<file path="config.mk">
export PLATFORM = sky130hd
export DESIGN_NAME = instr_fetch_unit
export DESIGN_NICKNAME = d
export VERILOG_FILES = /design/src/rtl/instr_fetch_unit.sv
export SDC_FILE = /design/constraint.sdc
export NUM_CORES = 1
export LEC_CHECK = 0
export ABC_AREA = 1
export BUFFER_PORTS_ARGS = -buffer_cell sky130_fd_sc_hd__buf_2
export CORE_MARGIN = 2
export CORE_UTILIZATION = 60
export DETAILED_ROUTE_END_ITERATION = 8
export HOLD_SLACK_MARGIN = 0.12
export PLACE_DENSITY_LB_ADDON = 0.3
export SLEW_MARGIN = 5
export SYNTH_ARGS = -nofsm -noshare
export SYNTH_HDL_FRONTEND = slang
export SYNTH_HIERARCHICAL = 1
export SYNTH_SLANG_ARGS = --single-unit
</file>
<file path="constraint.sdc">
create_clock -name clk -period 8.08 [get_ports clk]
set_input_delay 1.212 -clock clk [delete_from_list [all_inputs] [get_ports clk]]
set_output_delay 1.212 -clock clk [all_outputs]
set_load 0.02 [all_outputs]
</file>
<file path="src/rtl/instr_fetch_unit.sv">
// Fetch stage: owns the fetch PC, issues reads to a 1-cycle synchronous instruction memory,
// and buffers the returned {pc, instr} pairs in a small prefetch FIFO ahead of IF/ID.

module ifu_fifo #(
    parameter int W     = 40,
    parameter int DEPTH = 2
) (
    input  logic                     clk,
    input  logic                     rst_n,
    input  logic                     clear,
    input  logic                     push,
    input  logic [W-1:0]             wdata,
    input  logic                     pop,
    output logic [W-1:0]             rdata,
    output logic                     empty,
    output logic                     full,
    output logic [$clog2(DEPTH):0]   count
);
    localparam int PTR_W = $clog2(DEPTH);
    localparam int CNT_W = PTR_W + 1;

    logic [DEPTH-1:0][W-1:0] mem_q, mem_d;
    logic [PTR_W-1:0]        head_q, head_d, tail_q, tail_d;
    logic [CNT_W-1:0]        count_q, count_d;

    always_comb begin
        mem_d   = mem_q;
        head_d  = head_q;
        tail_d  = tail_q;
        count_d = count_q;
        if (clear) begin
            head_d  = '0;
            tail_d  = '0;
            count_d = '0;
        end else begin
            if (push) begin
                mem_d[tail_q] = wdata;
                tail_d        = tail_q + PTR_W'(1);
            end
            if (pop) begin
                head_d = head_q + PTR_W'(1);
            end
            case ({push, pop})
                2'b10:   count_d = count_q + CNT_W'(1);
                2'b01:   count_d = count_q - CNT_W'(1);
                default: count_d = count_q;
            endcase
        end
    end

    always_ff @(posedge clk or negedge rst_n) begin
        if (!rst_n) begin
            mem_q   <= '0;
            head_q  <= '0;
            tail_q  <= '0;
            count_q <= '0;
        end else begin
            mem_q   <= mem_d;
            head_q  <= head_d;
            tail_q  <= tail_d;
            count_q <= count_d;
        end
    end

    assign rdata = mem_q[head_q];
    assign empty = (count_q == '0);
    assign full  = (count_q == CNT_W'(DEPTH));
    assign count = count_q;
endmodule

module instr_fetch_unit #(
    parameter int             PC_W     = 16,
    parameter int             INSTR_W  = 24,
    parameter int             DEPTH    = 2,
    parameter logic [PC_W-1:0] RESET_PC = '0
) (
    input  logic               clk,
    input  logic               rst_n,
    input  logic               redirect,
    input  logic [PC_W-1:0]    redirect_pc,
    input  logic               out_ready,
    output logic               out_valid,
    output logic [PC_W-1:0]    out_pc,
    output logic [INSTR_W-1:0] out_instr,
    output logic               imem_en,
    output logic [PC_W-1:0]    imem_addr,
    input  logic [INSTR_W-1:0] imem_rdata
);
    localparam int CNT_W = $clog2(DEPTH) + 1;
    localparam int SUM_W = CNT_W + 1;

    logic [PC_W-1:0]          fetch_pc_q, fetch_pc_d;
    logic [PC_W-1:0]          req_pc_q, req_pc_d;
    logic                     inflight_q, inflight_d;
    logic                     squash_q, squash_d;
    logic                     issue, push, pop;
    logic                     fifo_empty, fifo_full;
    logic [CNT_W-1:0]         fifo_count;
    logic [SUM_W-1:0]         credits;
    logic [PC_W+INSTR_W-1:0]  fifo_rdata;

    assign out_valid = ~fifo_empty;
    assign pop       = out_valid & out_ready;
    assign push      = inflight_q & ~squash_q & ~redirect;

    // Credits count buffered plus in-flight words, so an issued read always finds a free slot.
    assign credits = SUM_W'(fifo_count) + SUM_W'(inflight_q) - SUM_W'(pop);
    assign issue   = rst_n & ~redirect & (credits < SUM_W'(DEPTH));

    assign imem_en   = issue;
    assign imem_addr = fetch_pc_q;

    always_comb begin
        fetch_pc_d = fetch_pc_q;
        req_pc_d   = req_pc_q;
        inflight_d = issue;
        squash_d   = 1'b0;
        if (redirect) begin
            fetch_pc_d = redirect_pc;
            squash_d   = inflight_q;
        end else if (issue) begin
            fetch_pc_d = fetch_pc_q + PC_W'(1);
            req_pc_d   = fetch_pc_q;
        end
    end

    always_ff @(posedge clk or negedge rst_n) begin
        if (!rst_n) begin
            fetch_pc_q <= RESET_PC;
            req_pc_q   <= '0;
            inflight_q <= 1'b0;
            squash_q   <= 1'b0;
        end else begin
            fetch_pc_q <= fetch_pc_d;
            req_pc_q   <= req_pc_d;
            inflight_q <= inflight_d;
            squash_q   <= squash_d;
        end
    end

    ifu_fifo #(
        .W     (PC_W + INSTR_W),
        .DEPTH (DEPTH)
    ) u_fifo (
        .clk   (clk),
        .rst_n (rst_n),
        .clear (redirect),
        .push  (push),
        .wdata ({req_pc_q, imem_rdata}),
        .pop   (pop),
        .rdata (fifo_rdata),
        .empty (fifo_empty),
        .full  (fifo_full),
        .count (fifo_count)
    );

    assign out_pc    = fifo_rdata[PC_W+INSTR_W-1:INSTR_W];
    assign out_instr = fifo_rdata[INSTR_W-1:0];

    a_no_push_full: assert property (@(posedge clk) disable iff (!rst_n) !(push && fifo_full));
endmodule

</file>
Yosys cells after proc, flatten, opt, wreduce, memory -nomap -nowiden
Index checks and enable logic that the tools add are counted.
Widths: inputs -> output; s select.
{"block": "op_classes", "addsub": 7, "n_mul": 0, "div_mod_pow": 0, "order_cmp": 4, "n_eq_ne": 2, "n_shift": 0, "n_mux": 14, "n_bitwise": 8, "reduce_logical": 8}
{"op": "$mux 40", "n": 3}
{"op": "$bwmux 80", "n": 1}
{"op": "$demux 40 s1", "n": 1}
{"op": "$mux 16", "n": 2}
{"op": "$add 16x1->16 const B", "n": 1}
{"op": "$reduce_bool 2->1", "n": 3}
{"op": "$and 1x1->1", "n": 5}
{"op": "$mux 1", "n": 5}
{"op": "$lt 1x2->1 const B", "n": 2}
{"op": "$pmux 2 s2", "n": 1}
{"op": "$reduce_and 2->1", "n": 2}
{"op": "$add 2x1->3", "n": 1}
{"op": "$lt 3x2->1 const B", "n": 1}
{"op": "$not 1->1", "n": 3}
{"op": "$reduce_bool 3->1", "n": 1}
{"op": "$sub 3x1->3", "n": 1}
{"op": "$add 1x1->1 const B", "n": 2}
{"op": "$add 2x1->2 const B", "n": 1}
{"op": "$eq 2x1->1 const B", "n": 1}
{"op": "$eq 2x2->1 const B", "n": 1}
{"op": "$logic_not 2->1", "n": 1}
{"op": "$mux 2", "n": 1}
{"op": "$sub 2x1->2 const B", "n": 1}
{"op": "$ge 1x1->1 const B", "n": 1}
{"op": "$logic_and 1x1->1", "n": 1}
{"block": "word_totals", "reg_bits": 118, "latchBits": 0, "mem_bits_rw": 0, "rom_bits": 0, "input_bits": 44, "memories": 0}

Logic depth before layout (Yosys ltp)
Gate-level depths: netlist of run 1.
{"block": "logic_depth", "word_depth": 8, "mapped_depth": 15, "mapped_depth_nobuf": 14}

Modules after synthesis
The synthesis of run 1 kept the hierarchy.
{"mod": "ifu_fifo", "instances": 1, "cells_per_inst": 372, "area_per_inst_um2": 4061.4}
{"mod": "instr_fetch_unit", "instances": 1, "cells_per_inst": 252, "area_per_inst_um2": 1870.5}

Worst setup path before layout of run 1
Ideal clock, no wire load.
{"block": "synth_timing", "path_kind": "input-to-output", "startpoint": "input out_ready", "endpoint": "output imem_en", "arrival_time_ns": 3.034, "required_time_ns": 6.868, "path_slack_ns": 3.834, "path_stages": 10, "path_buffers": 1, "cell_sequence": "inv_1 > nor2_1 > ha_1 > or2_2 > fa_1 > nand2_1 > nor2_4 > nand2_2 > inv_1 > buf_4"}
{"block": "synth_between", "elab_chain_len": 4}
{"element": "start: declaration", "line": "81", "rtl": "input logic out_ready,"}
{"element": "$and 1x1->1", "line": "103", "rtl": "assign pop = out_valid & out_ready;"}
{"element": "named net pop", "line": "96", "rtl": "logic issue, push, pop;"}
{"element": "$sub 3x1->3", "line": "107", "rtl": "assign credits = SUM_W'(fifo_count) + SUM_W'(inflight_q) - SUM_W'(pop);"}
{"element": "$lt 3x2->1", "line": "108", "rtl": "assign issue = rst_n & ~redirect & (credits < SUM_W'(DEPTH));"}
{"element": "$and 1x1->1", "line": "108"}
{"element": "end: declaration", "line": "85", "rtl": "output logic imem_en,"}
The timed path passes the listed nets, and every way through them passes these cells.

Final worst setup path of run 1
Ends and elaborated chain as after synthesis.

==> flow_summary.toml, run 1 <==
[status]
status = "finished, final reports clean"

[route]
drtAntennaViolNets = 0
viasPerCell = 5.08
first_pass_iters = 4
wire_per_inst_um = 13.7
drt_iter0_markers = 225
vias = 4377
wirelength_um = 11800
drcViolationCount = 0

[timing]
worst_slew_pin_slew_ps = 1140
setup_viol = 0
holdWs_ps = 470
fin_crit_sh_pct = 66.8
hold_viol_final = 0
slew_viol_final = 0
skew_ps = 6.48
finalSetupTns_ps = 0
rsz0062_at_grt = "false"
fmax_ghz = 0.185
min_period_ps = 5400
slew_headroom_pct = 23.7

[floorplan]
die_height_um = 103
start_util_pct = 61.2
chipWidth_um = 103
pin_count = 102
rows = 36
die_area_um2 = 10700
core_um2 = 9680

[job]
max_cap_viol_count = 0

[pwr]
p_sw_w = 0.000892
ir_worst_vdd_v = 0.000143
swShare_pct = 36.3
internal-power_w = 0.00157
p_per_area_nw_per_um2 = 356
p_leak_nw = 3.62
pwr-share-comb_pct = 33.7
seq_power_share_pct = 37.4
clock_power_share_pct = 28.9

[critical_path]
cp.arrival_ps = 4190
endpoint_kind = "output port"
path_max_fanout = 38
cp_data_required_time_ps = 6870
cp-start-kind = "input pin"
crit_type = "input pin to output port"

[place]
dpl.hpwl_um = 7530
dp.cells = 830
place.gp.congestion = 0.822
portBuffers = 101

[clocking]
cts_resized = 0
cts_tree = "done"
cts_inserted_buffers = 17
cts_setup_buffers = 0
clock_path_buffers = 2
cts_sinks = 118
cts_hold_buf = 0
cts-root-buf = "clkbuf_8"
ctsHtreeMaxLevel = 4
clkSlewWorstSetupHoldPaths_ps = 60
worstSkewPairLatency_ps = 510

[final_layout]
final_nets = 763
final_cells = 861
syn_to_final_growth_pct = 16.6
n_antenna_cell = 0
fin_util_pct = 71.4
drive_gt1_share_pct = 37.4

[global_route]
grt_pass1_wl_um = 18900
grt.overflow.total = 0
grt_max_degree = 85
track_usage_pct = 22.9
antenna_found_initial = 0
grt_pass1_vias = 4080

[synth]
syn_area_um2 = 5930
syn_inst = 623
avgSynthCellArea_um2 = 9.52
syn-num-nets = 670
yosysWarnings = 6

[min_path]
hold_path.class = "flip-flop to flip-flop"
layout make-up:
class | instances | area [um^2]
inverters | 78 | 293
fillers | 725 | 2770
clock buffers | 22 | 473
multi-input cells | 399 | 2410
clock inverters | 9 | 100
flip-flops and latches | 118 | 2950
repair buffers | 102 | 515
well taps | 133 | 166
path summary, 6_finish.rpt:
path | from | to | slack (ps) | cells past startpoint
worst min register to register | inflight_q | squash_q | 470 | 2
worst min-delay path | inflight_q | squash_q | 470 | 2
worst max-delay path | out_ready | imem_en | 2680 | 11
max in group asynchronous | rst_n | u_fifo/mem_q[25] | 6040 | 2
min in group asynchronous | rst_n | u_fifo/mem_q[49] | 650 | 1
worst max register to register | u_fifo/count[1] | imem_addr[8] | 4510 | 13
cells in the final DEF, fill, tap and decap left out, types with 8 or more instances in the layout:
| master | n |
|---|---|
| buf_2 | 100 |
| clkbuf_16 | 16 |
| dfrtp_1 | 117 |
| inv_1 | 77 |
| mux2_2 | 40 |
| nand2_1 | 160 |
| nand3_1 | 33 |
| nor2_1 | 37 |
| nor2_2 | 8 |
| o21ai_0 | 13 |
| o21ai_2 | 80 |
power groups by stage:
stage	registers, W	clock network, W	logic [W]
after global placement	0.000915	0	0.000801
after global routing	0.000949	0.000757	0.000917
after detailed placement	0.000926	0	0.000827
after CTS	0.000920	0.000726	0.000839
final	0.000921	0.000712	0.000829
after floorplan	0.000898	0	0.000630
metal layers:
metal / part of all wire (%) / track usage (%)
met1: 46 / 30.9
met2: 48 / 35.6
met3: 5.2 / 6.92
met4: 0.93 / 7.59
met5: 0 / 0
worst max-delay path, cell delays in order:
cell	delay [ps]
buf_2	80
inv_1	30
nor2_1	230
ha_1	280
or2_2	300
fa_1	480
nand2_1	80
nor2_4	150
nand2_2	430
inv_1	620
buf_2	270
state kept, by name, summed over array words and instances (netlist names):
signal and flops:
inflight_q 1, u_fifo/count 2, squash_q 1, u_fifo/tail_q 1, req_pc_q 16, u_fifo/mem_q 80, imem_addr 16, u_fifo/head_q 1
stage by stage:
stage / worst slack, ps / power, W / area, um^2
final: 2680 / 0.00246 / 6910
after global routing: 2470 / 0.00262 / 6910
after CTS: 2670 / 0.00249 / 6910
after detailed placement: 2680 / 0.00175 / 6340
after global placement: 2770 / 0.00172 / 6340
after floorplan: 3830 / 0.00153 / 5930
Note: power is estimated with default switching activity, not from simulation.
==> run 2, diff against run 1 <==
CORE_UTILIZATION = 56   (was 60)
clock period = 5.1 ns   (was 8.08 ns; I/O delays follow)
==> run 2 against run 1 <==
Die area grew 6.9%. Critical path depth unchanged. Sequential share of layout area is 0.44 points lower. Sequential power increased by 59%. Design area rose by 1.0%. Power is 62% higher. First-iteration DRC count grew 28%. Clock power rose by 69%. Non-clock buffer count grew 5. Combinational power grew 59%. Critical endpoint unchanged. Largest cell class unchanged. Highest routed layer unchanged.
==> flow_summary.toml, run 2 (same netlist as run 1, synthesis figures left out) <==
[final_layout]
syn_to_final_growth_pct = 17.8
seqCellArea_um2 = 2950
drive_gt1_share_pct = 37.7
finalInstanceArea_um2 = 6980
largest-register = "u_fifo/mem_q"
largest_reg_flops = 80
n_antenna_cell = 0
most-common-layout-cells = "160 x nand2_1, 117 x dfrtp_1, 100 x buf_2"
fill_cells = 798
final_common_cell = "nand2_1"
final_nets = 768
multi_input_area_um2 = 2410

[global_route]
antenna_found_initial = 0
grt.overflow.total = 0
grt_pass1_vias = 4433
grt_pass1_wl_um = 20300
track_usage_pct = 22.4
grt_max_degree = 81

[timing]
fmax_ghz = 0.252
slew_headroom_pct = 30.9
setup_viol = 0
hold_viol_final = 0
slew_viol_final = 0
skew_ps = 4.96
finalSetupTns_ps = 0
worst_slew_pin_slew_ps = 1040
fin_crit_sh_pct = 77.8
min_period_ps = 3970
holdWs_ps = 469
rsz0062_at_grt = "false"

[route]
drt_iter0_markers = 288
wirelength_um = 11900
viasPerCell = 5.11
vias = 4445
wire_per_inst_um = 13.7
drcViolationCount = 0
drtAntennaViolNets = 0
first_pass_iters = 5

[critical_path]
crit_type = "flip-flop to output port"
cp_slowest_cell = "dfrtp_1"
worstPathCellList = "nor2_1 > nor2_1 > ha_1 > or2_2 > fa_1 > nand2_1 > nor2_4 > nand2_2 > buf_4 > inv_1 > buf_2"
cp_data_required_time_ps = 4340
cp-start-kind = "flip-flop"
cp_common_cell = "nor2_1"
path_max_fanout = 38
endpoint_kind = "output port"
cp.arrival_ps = 3200
slowest_delay_ps = 470

[clocking]
cts_inserted_buffers = 17
ctsHtreeMaxLevel = 4
clock_path_buffers = 2
worstSkewPairLatency_ps = 500
clkSlewWorstSetupHoldPaths_ps = 60
cts_tree = "done"
cts_resized = 0
cts_setup_buffers = 0
cts-root-buf = "clkbuf_8"
cts_sinks = 118
cts_hold_buf = 0

[pwr]
report.power.total_w = 0.00398
p_leak_nw = 3.64
ir_worst_vdd_v = 0.000254
p_per_area_nw_per_um2 = 570

[place]
dpl.hpwl_um = 7720
postPlaceCellArea_um2 = 6380
portBuffers = 101
place.gp.congestion = 0.857

[floorplan]
start_util_pct = 57.4
pin_count = 102
die_height_um = 107
core_um2 = 10300
die_area_um2 = 11400
rows = 37
chipWidth_um = 107

[job]
max_cap_viol_count = 0

[status]
status = "finished, final reports clean"

[min_path]
hold_path.class = "input pin to asynchronous set/reset pin"
==> run 2: cell count changes in the layout (fill, tap and decap cells not counted), sizes merged <==
cell,change
buf,+5
bufinv,+2
clkbuf,-3
clkinv,-1
clkinvlp,+3
==> run 2: final cells by class <==
class | instances | share of cell area, %
Tap cell | 136 | 2.44
Sequential cell | 118 | 42.3
Clock inverter | 13 | 2.60
Timing Repair Buffer | 107 | 7.92
Multi-Input combinational cell | 399 | 34.5
Inverter | 78 | 4.19
Clock buffer | 19 | 6.04
==> run 2: layer usage <==
layer | vias to the layer above | share of wire [%] | global-route usage (%)
li1 | 2191 | - | -
met1 | 2127 | 45 | 29.8
met2 | 119 | 49 | 35.9
met3 | 8 | 5.4 | 5.65
met4 | 0 | 0.69 | 7.42
met5 | - | 0 | 0
==> run 2: metrics by stage <==
step	worst slack (ps)	instances	utilization (%)
after floorplan	1750	623	-
after global placement	1390	838	61.8
after detailed placement	1360	838	61.8
after CTS	1100	870	67.7
after global routing	908	870	67.7
final	1130	870	67.7
==> run 2: path summary, 6_finish.rpt <==
path / start / end / slack, ps / depth (start not counted)
min in group clk: u_fifo/mem_q[59] / u_fifo/mem_q[59] / 480 / 2
worst min register to register: u_fifo/mem_q[59] / u_fifo/mem_q[59] / 480 / 2
worst max register to register: u_fifo/count[1] / req_pc_q[11] / 2020 / 13
max in group asynchronous: rst_n / req_pc_q[1] / 3450 / 3
worst max-delay path: u_fifo/count[1] / imem_en / 1130 / 11
worst min-delay path: rst_n / u_fifo/mem_q[78] / 470 / 2
==> run 2: critical path, delay by kind of cell (launching register included) <==
family                     cells  cell delay [ps]
and+or+nand+nor                6              890
adders and majority gates      2              700
buffers and inverters          3              620
DFF                            1              470
==> run 2: power breakdown <==
part | total [W] | switching, W | internal (W) | leakage, nW
Clock | 0.00120 | 0.000410 | 0.000790 | 0.280
Sequential | 0.00146 | 0.000230 | 0.00123 | 1.53
Combinational | 0.00132 | 0.000796 | 0.000523 | 1.83
==> run 3, diff against run 2 <==
ABC_AREA = 0   (was 1)
CORE_UTILIZATION = 55   (was 56)
clock period = 4.1 ns   (was 5.1 ns; I/O delays follow)
==> run 3 against run 2 <==
Cell count shrank 27%. Wire length shrank 12%. Synthesized cell count shrank 38%. Flip-flop and latch count is the same. Die area shrank 7.1%. Design area shrank 6.1%. Combinational power grew 33%. Via count shrank 22%. Area after synthesis shrank 9.1%. Largest cell class unchanged. Critical path type unchanged. Register-to-register slack lost 1100 ps. Hold slack lost 150 ps.
==> flow_summary.toml, run 3 <==
[route]
wirelength_um = 10500
drtAntennaViolNets = 0
drcViolationCount = 0
vias = 3452
first_pass_iters = 5
wire_per_inst_um = 16.4
viasPerCell = 5.40
drt_iter0_markers = 167

[clocking]
cts_resized = 0
cts_tree = "done"
cts_inserted_buffers = 17
cts_sinks = 118
cts-root-buf = "clkbuf_8"
worstSkewPairLatency_ps = 500
clkSlewWorstSetupHoldPaths_ps = 60
ctsHtreeMaxLevel = 4
clock_path_buffers = 2

[min_path]
hold_path.class = "input pin to flip-flop"
hold_start = "redirect_pc[13]"

[critical_path]
cp-startpoint = "u_fifo/count[1]"
crit_type = "flip-flop to output port"
cp-start-kind = "flip-flop"
path_max_fanout = 5
cp_data_required_time_ps = 3480
r2r_start = "u_fifo/count[1]"
endpoint_kind = "output port"
cp.arrival_ps = 2910

[final_layout]
final_nets = 541
final_common_cell = "mux2_2"
drive_gt1_share_pct = 54.9
multi_input_area_um2 = 2290
syn_to_final_growth_pct = 21.6
seqCellArea_um2 = 2950
fill_cells = 721
fin_util_pct = 68.0
largest_reg_flops = 80
n_antenna_cell = 0
most-common-layout-cells = "133 x mux2_2, 117 x dfrtp_1, 100 x buf_2"
largest-register = "u_fifo/mem_q"

[synth]
syn-num-nets = 432
syn_area_um2 = 5390
avgSynthCellArea_um2 = 14.0
syn_inst = 385
yosysWarnings = 6

[timing]
fmax_ghz = 0.284
slew_viol_final = 0
skew_ps = 7.20
min_period_ps = 3520
setup_viol = 0
rsz0062_at_grt = "false"
worst_slew_pin_slew_ps = 981
hold_viol_final = 0
finalSetupTns_ps = 0
finalWorstSetupSlack_ps = 580
slew_headroom_pct = 34.6
fin_crit_sh_pct = 85.9

[global_route]
grt_pass1_wl_um = 16600
grt_pass1_vias = 3456
grt_max_degree = 63
use_met2_pct = 32.8
top_usage_layer = "met2"
grtUsageMet3_pct = 6.85
antenna_found_initial = 0
grt.overflow.total = 0
track_usage_pct = 20.7
met1_usage_pct = 27.2

[job]
max_cap_viol_count = 0

[pwr]
p_per_area_nw_per_um2 = 773
p_leak_nw = 3.09
ir_worst_vdd_v = 0.000359

[floorplan]
chipWidth_um = 103
start_util_pct = 55.9
die_area_um2 = 10600
pin_count = 102
rows = 36
die_height_um = 103
core_um2 = 9640

[place]
dpl.hpwl_um = 6920
dp_slack_ps = 784
place.gp.congestion = 0.833
portBuffers = 101

[status]
status = "finished, final reports clean"
==> run 3: changes by cell type in the layout (fill, tap and decap cells not counted), moves of 5 or more <==
cell / change
mux2_2: +93
nand3_1: -30
nor3_1: +5
nor2_1: -27
nor3b_1: +6
nor2_2: -8
mux2i_1: +6
nor4_1: +5
o21ai_2: -80
xnor2_1: +10
nand2_1: -142
inv_1: -73
==> run 3: cell type report <==
class	count	area share [%]
inverters	4	0.229
multi-input cells	244	35.0
clock buffers	22	6.91
clock inverters	9	1.56
well taps	133	2.54
repair buffers	109	8.70
flip-flops and latches	118	45.1
==> run 3: through the flow <==
stage / hold WS (ps) / area, um^2 / instances / power (W)
2_1_floorplan: 319 / 5390 / 385 / 0.00319
5_1_grt: 318 / 6560 / 639 / 0.00536
6_report: 321 / 6560 / 639 / 0.00507
4_1_cts: 295 / 6560 / 639 / 0.00512
3_5_place_dp: 436 / 5990 / 607 / 0.00373
3_3_place_gp: 439 / 5990 / 607 / 0.00364
==> run 3: power by group <==
group / total (W) / switching, W / internal (W)
Combinational: 0.00176 / 0.000878 / 0.000884
Sequential: 0.00194 / 0.000333 / 0.00161
Clock: 0.00136 / 0.000478 / 0.000886
Total: 0.00507 / 0.00169 / 0.00338
==> run 3: final timing paths <==
check / slack (ps) / cells past startpoint / end
worst min register to register: 490 / 1 / u_fifo/mem_q[39]
worst min-delay path: 320 / 3 / imem_addr[13]
min in group asynchronous: 480 / 2 / imem_addr[8]
worst max-delay path: 580 / 8 / imem_en
max in group asynchronous: 1940 / 4 / u_fifo/head_q
worst max register to register: 950 / 10 / imem_addr[15]
==> run 3: worst max-delay path: stages (launching register included) <==
cell	delay, ps
dfrtp_1	450
nor2_1	100
nor2b_1	320
ha_1	290
nand2b_1	150
fa_1	530
nand2_1	120
nor3_4	230
buf_2	210
==> run 3: repair_timing <==
item	4_1_cts	5_1_grt
hold buffers	1	0
hold endpoints to repair	2	0
setup buffers	0	0
==> run 3: per-layer routing <==
layer  vias to the layer above  share of wire, %
met5                         -                 0
met4                         0              0.71
met3                         8               6.1
met2                       115                48
met1                      1725                45
li1                       1604                 -
